--- src/rtl/keypad_multitap_p.sv ---
`default_nettype none
// keypad_multitap_p: scanned matrix keypad with debounce and multi-tap letter entry.
// Rev 1.0 - initial release.
module keypad_multitap_p #(
   parameter int ROWS            = 4,
   parameter int COLS            = 4,
   parameter int TAPS            = 3,
   parameter int SCAN_DWELL      = 4,
   parameter int DEBOUNCE_CYCLES = 4,
   parameter int TAP_TIMEOUT     = 50
) (
   input  logic            clk,
   input  logic            nRst,
   input  logic [ROWS-1:0] row_in,
   output logic [COLS-1:0] col_out,
   output logic [7:0]      letter,
   output logic            letter_valid,
   input  logic            letter_ready,
   output logic [7:0]      preview,
   output logic            clear_pulse,
   output logic            error
);
   localparam int NKEYS = ROWS * COLS;
   localparam int CW    = (COLS > 1) ? $clog2(COLS) : 1;
   localparam int KW    = (NKEYS > 1) ? $clog2(NKEYS) : 1;
   localparam int TW    = (TAPS > 1) ? $clog2(TAPS) : 1;
   localparam int DW    = (SCAN_DWELL > 1) ? $clog2(SCAN_DWELL) : 1;
   localparam int BW    = (DEBOUNCE_CYCLES > 1) ? $clog2(DEBOUNCE_CYCLES) : 1;
   localparam int OW    = $clog2(TAP_TIMEOUT + 1);

   localparam logic [1:0] SCAN       = 2'd0;
   localparam logic [1:0] DB_PRESS   = 2'd1;
   localparam logic [1:0] HELD       = 2'd2;
   localparam logic [1:0] DB_RELEASE = 2'd3;

   logic [ROWS-1:0] sync1, sync2, pat;
   logic [1:0]      state;
   logic [CW-1:0]   col_idx;
   logic [DW-1:0]   dwell;
   logic [BW-1:0]   db_cnt;
   logic            pend, pend_n;
   logic [KW-1:0]   pkey, pkey_n, ev_key;
   logic [TW-1:0]   ptap, ptap_n;
   logic [OW-1:0]   tmo;
   logic [7:0]      cur_code;
   logic            key_event, multi, commit, drop, clr, multi_err;

   function automatic logic slot_ok(input int k, input int t);
      return (65 + k * TAPS + t) <= 90;
   endfunction

   function automatic logic [7:0] code_of(input int k, input int t);
      int v;
      v = 65 + k * TAPS + t;
      return v[7:0];
   endfunction

   assign col_out   = COLS'(1) << col_idx;
   assign key_event = (state == DB_PRESS) && (sync2 == pat) && (db_cnt == BW'(DEBOUNCE_CYCLES - 1));
   assign multi     = (pat & (pat - ROWS'(1))) != '0;
   assign cur_code  = code_of(int'(pkey), int'(ptap));
   assign preview   = pend ? cur_code : 8'h00;
   assign drop      = commit && letter_valid && !letter_ready;

   always_comb begin
      ev_key = '0;
      for (int r = 0; r < ROWS; r++)
         if (pat[r]) ev_key = KW'(r * COLS + int'(col_idx));
   end

   always_ff @(posedge clk or negedge nRst) begin
      if (!nRst) begin
         sync1   <= '0;
         sync2   <= '0;
         state   <= SCAN;
         col_idx <= '0;
         dwell   <= '0;
         db_cnt  <= '0;
         pat     <= '0;
      end else begin
         sync1 <= row_in;
         sync2 <= sync1;
         case (state)
            SCAN: begin
               // Rows are sampled only on the last dwell cycle so the synchroniser has settled on this column.
               if (dwell == DW'(SCAN_DWELL - 1)) begin
                  dwell <= '0;
                  if (sync2 != '0) begin
                     state  <= DB_PRESS;
                     pat    <= sync2;
                     db_cnt <= '0;
                  end else begin
                     col_idx <= (col_idx == CW'(COLS - 1)) ? '0 : col_idx + CW'(1);
                  end
               end else begin
                  dwell <= dwell + DW'(1);
               end
            end
            DB_PRESS: begin
               if (sync2 != pat)                                 state  <= SCAN;
               else if (db_cnt == BW'(DEBOUNCE_CYCLES - 1))      state  <= HELD;
               else                                              db_cnt <= db_cnt + BW'(1);
            end
            HELD: begin
               if (sync2 == '0) begin
                  state  <= DB_RELEASE;
                  db_cnt <= '0;
               end
            end
            DB_RELEASE: begin
               if (sync2 != '0) begin
                  state <= HELD;
               end else if (db_cnt == BW'(DEBOUNCE_CYCLES - 1)) begin
                  state <= SCAN;
                  dwell <= '0;
               end else begin
                  db_cnt <= db_cnt + BW'(1);
               end
            end
            default: state <= SCAN;
         endcase
      end
   end

   always_comb begin
      pend_n    = pend;
      pkey_n    = pkey;
      ptap_n    = ptap;
      commit    = 1'b0;
      clr       = 1'b0;
      multi_err = 1'b0;
      if (key_event) begin
         if (multi) begin
            multi_err = 1'b1;
         end else if (ev_key == KW'(NKEYS - 1)) begin
            if (pend) begin
               commit = 1'b1;
               pend_n = 1'b0;
            end
         end else if (ev_key == KW'(NKEYS - 2)) begin
            pend_n = 1'b0;
            clr    = 1'b1;
         end else if (slot_ok(int'(ev_key), 0)) begin
            if (pend && (pkey == ev_key)) begin
               if ((int'(ptap) + 1 >= TAPS) || !slot_ok(int'(pkey), int'(ptap) + 1))
                  ptap_n = '0;
               else
                  ptap_n = ptap + TW'(1);
            end else begin
               commit = pend;
               pend_n = 1'b1;
               pkey_n = ev_key;
               ptap_n = '0;
            end
         end
      end else if (pend && (tmo == OW'(TAP_TIMEOUT))) begin
         commit = 1'b1;
         pend_n = 1'b0;
      end
   end

   always_ff @(posedge clk or negedge nRst) begin
      if (!nRst) begin
         pend         <= 1'b0;
         pkey         <= '0;
         ptap         <= '0;
         tmo          <= '0;
         letter       <= '0;
         letter_valid <= 1'b0;
         clear_pulse  <= 1'b0;
         error        <= 1'b0;
      end else begin
         pend <= pend_n;
         pkey <= pkey_n;
         ptap <= ptap_n;
         // The idle timer only runs while scanning with a letter pending.
         if (key_event || commit || !pend || (state == HELD) || (state == DB_RELEASE))
            tmo <= '0;
         else
            tmo <= tmo + OW'(1);
         clear_pulse <= clr;
         error       <= multi_err || drop;
         if (commit && !drop) begin
            letter       <= cur_code;
            letter_valid <= 1'b1;
         end else if (letter_valid && letter_ready) begin
            letter_valid <= 1'b0;
         end
      end
   end
endmodule
`default_nettype wire

--- config.mk ---
export PLATFORM = sky130hd
export DESIGN_NAME = keypad_multitap_p
export DESIGN_NICKNAME = d
export VERILOG_FILES = /design/src/rtl/keypad_multitap_p.sv
export SDC_FILE = /design/constraint.sdc
export NUM_CORES = 1
export LEC_CHECK = 0
export CAP_MARGIN = 20
export CORE_MARGIN = 2
export CORE_UTILIZATION = 55
export CTS_BUF_LIST = sky130_fd_sc_hd__clkbuf_16
export DETAILED_ROUTE_END_ITERATION = 7
export DONT_BUFFER_PORTS = 1
export GPL_TIMING_DRIVEN = 0
export PLACE_DENSITY = 0.73
export RECOVER_POWER = 50
export SLEW_MARGIN = 20
export SYNTH_ARGS = -nofsm -noshare
export SYNTH_HDL_FRONTEND = slang
export SYNTH_SLANG_ARGS = --single-unit
export TNS_END_PERCENT = 50
--- constraint.sdc ---
create_clock -name clk -period 3.25 [get_ports clk]
set_input_delay 0.65 -clock clk [delete_from_list [all_inputs] [get_ports clk]]
set_output_delay 0.65 -clock clk [all_outputs]
set_load 0.01 [all_outputs]
==> flow_summary.json, run 1 <==
{
  "initial_core_util": 0.5605,
  "postRouteAntennaNets": 0,
  "regArea_mm2": 0.001105,
  "timing.critical_path.buf_inv": 1,
  "rsz0062_at_grt": "yes",
  "leakagePower_uw": 0.001582,
  "timing.final.crit_share": 0.9847,
  "dieArea_mm2": 0.005728,
  "r2r-start": "pkey[0]$_DFFE_PN0P_",
  "cp_max_fo": 4,
  "period_minus_slack_ns": 3.200,
  "synth_edf_count": 0,
  "clock-root-buffer": "clkbuf_16",
  "finalSetupViolations": 0,
  "rows": 26,
  "arrival_ns": 3.39,
  "synth.avg_cell_area_um2": 10.51,
  "worst_ir_drop_vdd_mv": 0.5248,
  "ys_ff_latch": 44,
  "slowest_stage": "fa_2",
  "cp-end-kind": "flop",
  "grt_pass1_wl_um": 8845,
  "max-cap-violations": 0,
  "cp-startpoint": "pkey[0]$_DFFE_PN0P_",
  "timing.fmax_mhz": 312.5,
  "grt_pass1_vias": 2001,
  "cellPowerDensity_mw_per_mm2": 638.2,
  "cts-hold-fix-buffers": 0,
  "ff2ff_path_depth": 9,
  "area_delta_synth_final_pct": 15.89,
  "place_congestion": 0.7645,
  "synth_fp_nets": 309,
  "relSlewSlack": 0.4467,
  "grt_start_max_net_pins": 45,
  "clk_latency_ns": 0.28,
  "async_flop_share": 1.000,
  "drtIter0Drc": 72,
  "worstSetupEndpoint": "ptap[1]$_DFFE_PN0P_",
  "min_path_type": "input port to async pin",
  "port_buffers": 0,
  "avgRoutedWirePerCell_um": 15.53,
  "cts_tree": "done",
  "htreeDepth": 2,
  "reg2reg_slack_ns": 0.05,
  "layout_commonest_cell": "dfrtp_1",
  "io_pins": 30,
  "ys_warn_count": 0,
  "place_inst": 339,
  "outcome": "complete, no violations",
  "synthCells": 269,
  "finalMaxSlewViolations": 0,
  "mostFrequentLayoutCells": "41 x dfrtp_1, 26 x ha_1, 24 x nand2_1",
  "viasPerCell": 5.635,
  "clockBufferDepth": 2,
  "crit_type": "flop to flop",
  "finalHoldViolations": 0,
  "fin_cells": 359,
  "required_ns": 3.44,
  "hpwl_um": 3968,
  "numCtsBuffers": 5,
  "drt_pre_antenna_iters": 4,
  "drive_gt1_frac": 0.2145,
  "synth_top_area_share": 0.3896,
  "wl_um": 5576,
  "cp.depth": 9,
  "fp.dieW_um": 75.69,
  "synth_area_leader_cell": "dfrtp_1",
  "slowest_delay_ns": 0.54,
  "vias": 2023,
  "gr-usage-all-layers": 0.2035,
  "fp.coreArea_mm2": 0.005042,
  "synth-main-ff-cell": "dfrtp_1",
  "critPathTopFamily": "adder cells",
  "overflow": 0,
  "skew_ns": 0.007037,
  "ys_types": 53,
  "r2r_end": "ptap[1]$_DFFE_PN0P_",
  "critPathLaunchType": "flop",
  "multiInputGateArea_mm2": 0.001730,
  "synth_area_leaders": "dfrtp_1 39%, ha_1 13%, mux2_2 4.0%, xor2_1 3.4%, nand2_1 3.2%",
  "worstPathCellList": "buf_12 -> ha_1 -> fa_2 -> ha_4 -> nand2_1 -> or4_1 -> mux2_2 -> a2111o_1 -> o31ai_2",
  "nNetsFinal": 329,
  "tightestPinTransition_ns": 0.8224,
  "totalPowerFinal_uw": 2090,
  "antenna_found_initial": 0,
  "drc": 0,
  "ys_seq_area_frac": 0.3896,
  "antenna_cells": 0,
  "die_y_um": 75.69,
  "netlist_area_mm2": 0.002826,
  "cts_sinks": 44,
  "path_clk_slew_ns": 0.06,
  "fill_cells": 400
}
state kept, by name, summed over array words and instances (netlist names), 4 cells and up:
| signal | count |
|---|---|
| pkey | 4 |
| pat | 4 |
| letter | 8 |
| sync1 | 4 |
| tmo | 6 |
| sync2 | 4 |
cells by family after synthesis:
logic type / count (synthesis) / synth area share
compound gates: 46 / 0.1364
mux: 14 / 0.05401
xor+xnor: 20 / 0.06198
flops: 44 / 0.3896
buf+inv: 26 / 0.03851
fa+ha+maj: 35 / 0.1638
simple gates: 84 / 0.1558
where the power goes:
group | total [µW] | switching (µW) | internal (µW) | leakage, µW
Clock | 464 | 188 | 276 | 0.0000709
Sequential | 683 | 70.7 | 612 | 0.000566
Combinational | 944 | 511 | 433 | 0.000945
final cells by class:
type	count	area share
multi-input cells	199	0.5283
flip-flops and latches	44	0.3373
inverters	20	0.02292
well taps	70	0.02674
clock inverters	2	0.002674
plain buffers	6	0.01031
clock buffers	5	0.03820
repair buffers	13	0.03361
layer usage:
metal  vias to the layer above  global-route usage  share of wire
met5                         -                   0              0
met4                         0             0.07407          0.013
met1                       997              0.2489           0.45
met3                         6             0.04365          0.037
met2                        43              0.3536           0.50
li1                        977                   -              -
through the flow:
| stage | setup slack, ns | hold WS, ns | setup TNS, ns | util | cell area, µm² |
|---|---|---|---|---|---|
| detailed placement | -0.2196 | 0.3364 | -1.395 | 0.5779 | 2914 |
| global route | -0.03305 | 0.05106 | -0.1628 | 0.6496 | 3276 |
| floorplan | 0.1247 | 0.3312 | 0 | - | 2826 |
| global placement | -0.1899 | 0.3312 | -1.156 | 0.5779 | 2914 |
| CTS | -0.002165 | 0.05490 | -0.002165 | 0.6176 | 3114 |
| finish | 0.04964 | 0.06200 | 0 | 0.6496 | 3276 |
what timing repair did:
item	4_1_cts	5_1_grt
buffers inserted	4	9
setup endpoints to repair	14	17
pin swaps	4	7
resized for setup	8	17
cell usage after synthesis (5+ instances only):
cell type	number
xor2_1	11
o21ai_0	5
inv_1	20
a21oi_1	10
nor3_1	8
dfrtp_1	44
and2_1	6
xnor2_1	9
a21o_1	5
nand2_1	24
nor2_1	13
nand3_1	6
ha_1	29
mux2_2	10
worst min-delay path by stage:
stage / endpoint / slack [ns] / startpoint / depth (start not counted)
detailed placement: sync2[2]$_DFF_PN0_ / 0.34 / sync1[2]$_DFF_PN0_ / 0
global placement: sync2[2]$_DFF_PN0_ / 0.33 / sync1[2]$_DFF_PN0_ / 0
floorplan: sync2[0]$_DFF_PN0_ / 0.33 / sync1[0]$_DFF_PN0_ / 0
finish: pkey[2]$_DFFE_PN0P_ / 0.06 / nRst / 0
global route: pat[0]$_DFFE_PN0P_ / 0.05 / nRst / 0
CTS: clear_pulse$_DFF_PN0_ / 0.05 / nRst / 0
No activity file was read; power rests on OpenSTA's default activity.
==> run 2, diff against run 1 <==
- CORE_MARGIN: 2 -> 3
==> flow_summary.json, run 2 (synthesized netlist as in run 1, its figures left out) <==
{
  "clk_latency_ns": 0.28,
  "clockBufferDepth": 2,
  "io_pins": 30,
  "outcome": "complete, no violations",
  "largest_register_ff_count": 8,
  "max-cap-violations": 0,
  "place_congestion": 0.8190,
  "final_util": 0.6661,
  "grt_start_max_net_pins": 45,
  "leakagePower_uw": 0.001557,
  "hpwl_um": 3901,
  "reg2reg_slack_ns": 0.11,
  "finalHoldViolations": 0,
  "dieArea_mm2": 0.006035,
  "drt_pre_antenna_iters": 4,
  "vias": 2040,
  "rows": 25,
  "path_clk_slew_ns": 0.06,
  "die_y_um": 77.69,
  "timing.fmax_mhz": 315.4,
  "gr-usage-all-layers": 0.1884,
  "largestRegisters": "letter: 8 flops, tmo: 6 flops",
  "overflow": 0,
  "largest-register": "letter",
  "required_ns": 2.60,
  "finalSetupViolations": 0,
  "place_inst": 336,
  "postRouteAntennaNets": 0,
  "initial_core_util": 0.5830,
  "arrival_ns": 2.52,
  "avgRoutedWirePerCell_um": 15.40,
  "period_minus_slack_ns": 3.170,
  "cts-hold-fix-buffers": 0,
  "cellPowerDensity_mw_per_mm2": 656.7,
  "fp.dieW_um": 77.69,
  "viasPerCell": 5.812,
  "critPathLaunchType": "flop",
  "htreeDepth": 2,
  "combPwrFrac": 0.407,
  "cp-end-kind": "output port",
  "power.switching_uw": 787.3,
  "worst_ir_drop_vdd_mv": 0.4483,
  "cts_tree": "done",
  "finalMaxSlewViolations": 0,
  "min_path_type": "input port to async pin",
  "wl_um": 5406,
  "power.share.clock": 0.271,
  "timing.final.crit_share": 0.9755,
  "fp.coreArea_mm2": 0.004848,
  "nNetsFinal": 323,
  "numCtsBuffers": 5,
  "grt_pass1_vias": 1956,
  "rsz0062_at_grt": "yes",
  "cts_sinks": 44,
  "drc": 0,
  "antenna_cells": 0,
  "area_delta_synth_final_pct": 14.25,
  "drtIter0Drc": 102,
  "crit_type": "flop to output port",
  "drive_gt1_frac": 0.1972,
  "tightestPinTransition_ns": 0.8430,
  "fin_cells": 351,
  "skew_ns": 0.003757,
  "clock-root-buffer": "clkbuf_16",
  "port_buffers": 0,
  "seqPwrFrac": 0.322,
  "swShare": 0.3713,
  "grt_pass1_wl_um": 9156,
  "cp_max_fo": 5,
  "antenna_found_initial": 0,
  "relSlewSlack": 0.4328,
  "mostFrequentLayoutCells": "41 x dfrtp_1, 27 x ha_1, 24 x nand2_1",
  "layout_commonest_cell": "dfrtp_1",
  "p_int_uw": 1333
}
[run 2: changes by cell type in the layout (fill, tap and decap cells not counted), sizes merged]
cell,change
clkinvlp,+1
buf,-6
bufinv,+1
clkinv,-1
[run 2: worst paths after layout]
| kind | start | endpoint | depth (start not counted) |
|---|---|---|---|
| setup / recovery | pkey[0]$_DFFE_PN0P_ | preview[6] | 7 |
| hold / removal | nRst | tmo[4]$_DFF_PN0_ | 0 |
| setup reg to reg | pkey[2]$_DFFE_PN0P_ | ptap[1]$_DFFE_PN0P_ | 8 |
| hold reg to reg | sync1[0]$_DFF_PN0_ | sync2[0]$_DFF_PN0_ | 0 |
| max in group asynchronous | nRst | pkey[1]$_DFFE_PN0P_ | 0 |
| min in group clk | sync1[0]$_DFF_PN0_ | sync2[0]$_DFF_PN0_ | 0 |
[run 2: timing repair]
item	in CTS	in global routing
setup buffers	4	3
gates resized for setup	5	16
setup endpoints to repair	13	15
pin swaps	5	5
[run 2: power groups by stage]
| stage | sequential (µW) | clock (µW) | combinational (µW) |
|---|---|---|---|
| after detailed placement | 692 | 0 | 755 |
| after CTS | 683 | 592 | 789 |
| after floorplan | 674 | 0 | 629 |
| after global routing | 692 | 611 | 950 |
| final | 682 | 575 | 863 |
| after global placement | 687 | 0 | 731 |
[run 2: area by class of cell]
class,instances,area (µm²)
multi-input cells,199,1708
clock inverters,3,46.29
plain buffers,6,33.78
inverters,20,75.07
well taps,67,83.83
repair buffers,7,52.55
flip-flops and latches,44,1105
clock buffers,5,125.1
fillers,361,1619
[run 2: stage by stage]
step	setup slack, ns	total power (µW)	TNS (ns)	cell area, µm²	hold slack, ns
after floorplan	0.1247	1303	0	2826	0.3312
after global placement	-0.1892	1418	-1.149	2910	0.3325
after detailed placement	-0.2534	1447	-1.631	2910	0.3362
after CTS	-0.008298	2064	-0.01400	3134	0.05134
after global routing	-0.05313	2254	-0.2953	3229	0.04631
final	0.07964	2121	0	3229	0.05787
[run 2: routing by layer]
metal,vias up,GRT usage,share of wire,wire [µm]
met5,-,0,0,0
met4,0,0.05872,0.011,59
met3,6,0.04524,0.050,268
met2,57,0.3014,0.47,2531
met1,1010,0.2519,0.47,2547
li1,967,-,-,-
[run 2: critical path, stage by stage, from the launching register on]
cell	delay, ns
dfrtp_2	0.44
ha_1	0.35
xnor2_2	0.20
inv_1	0.09
fa_1	0.42
nand3b_1	0.20
or3_1	0.34
and2_1	0.20
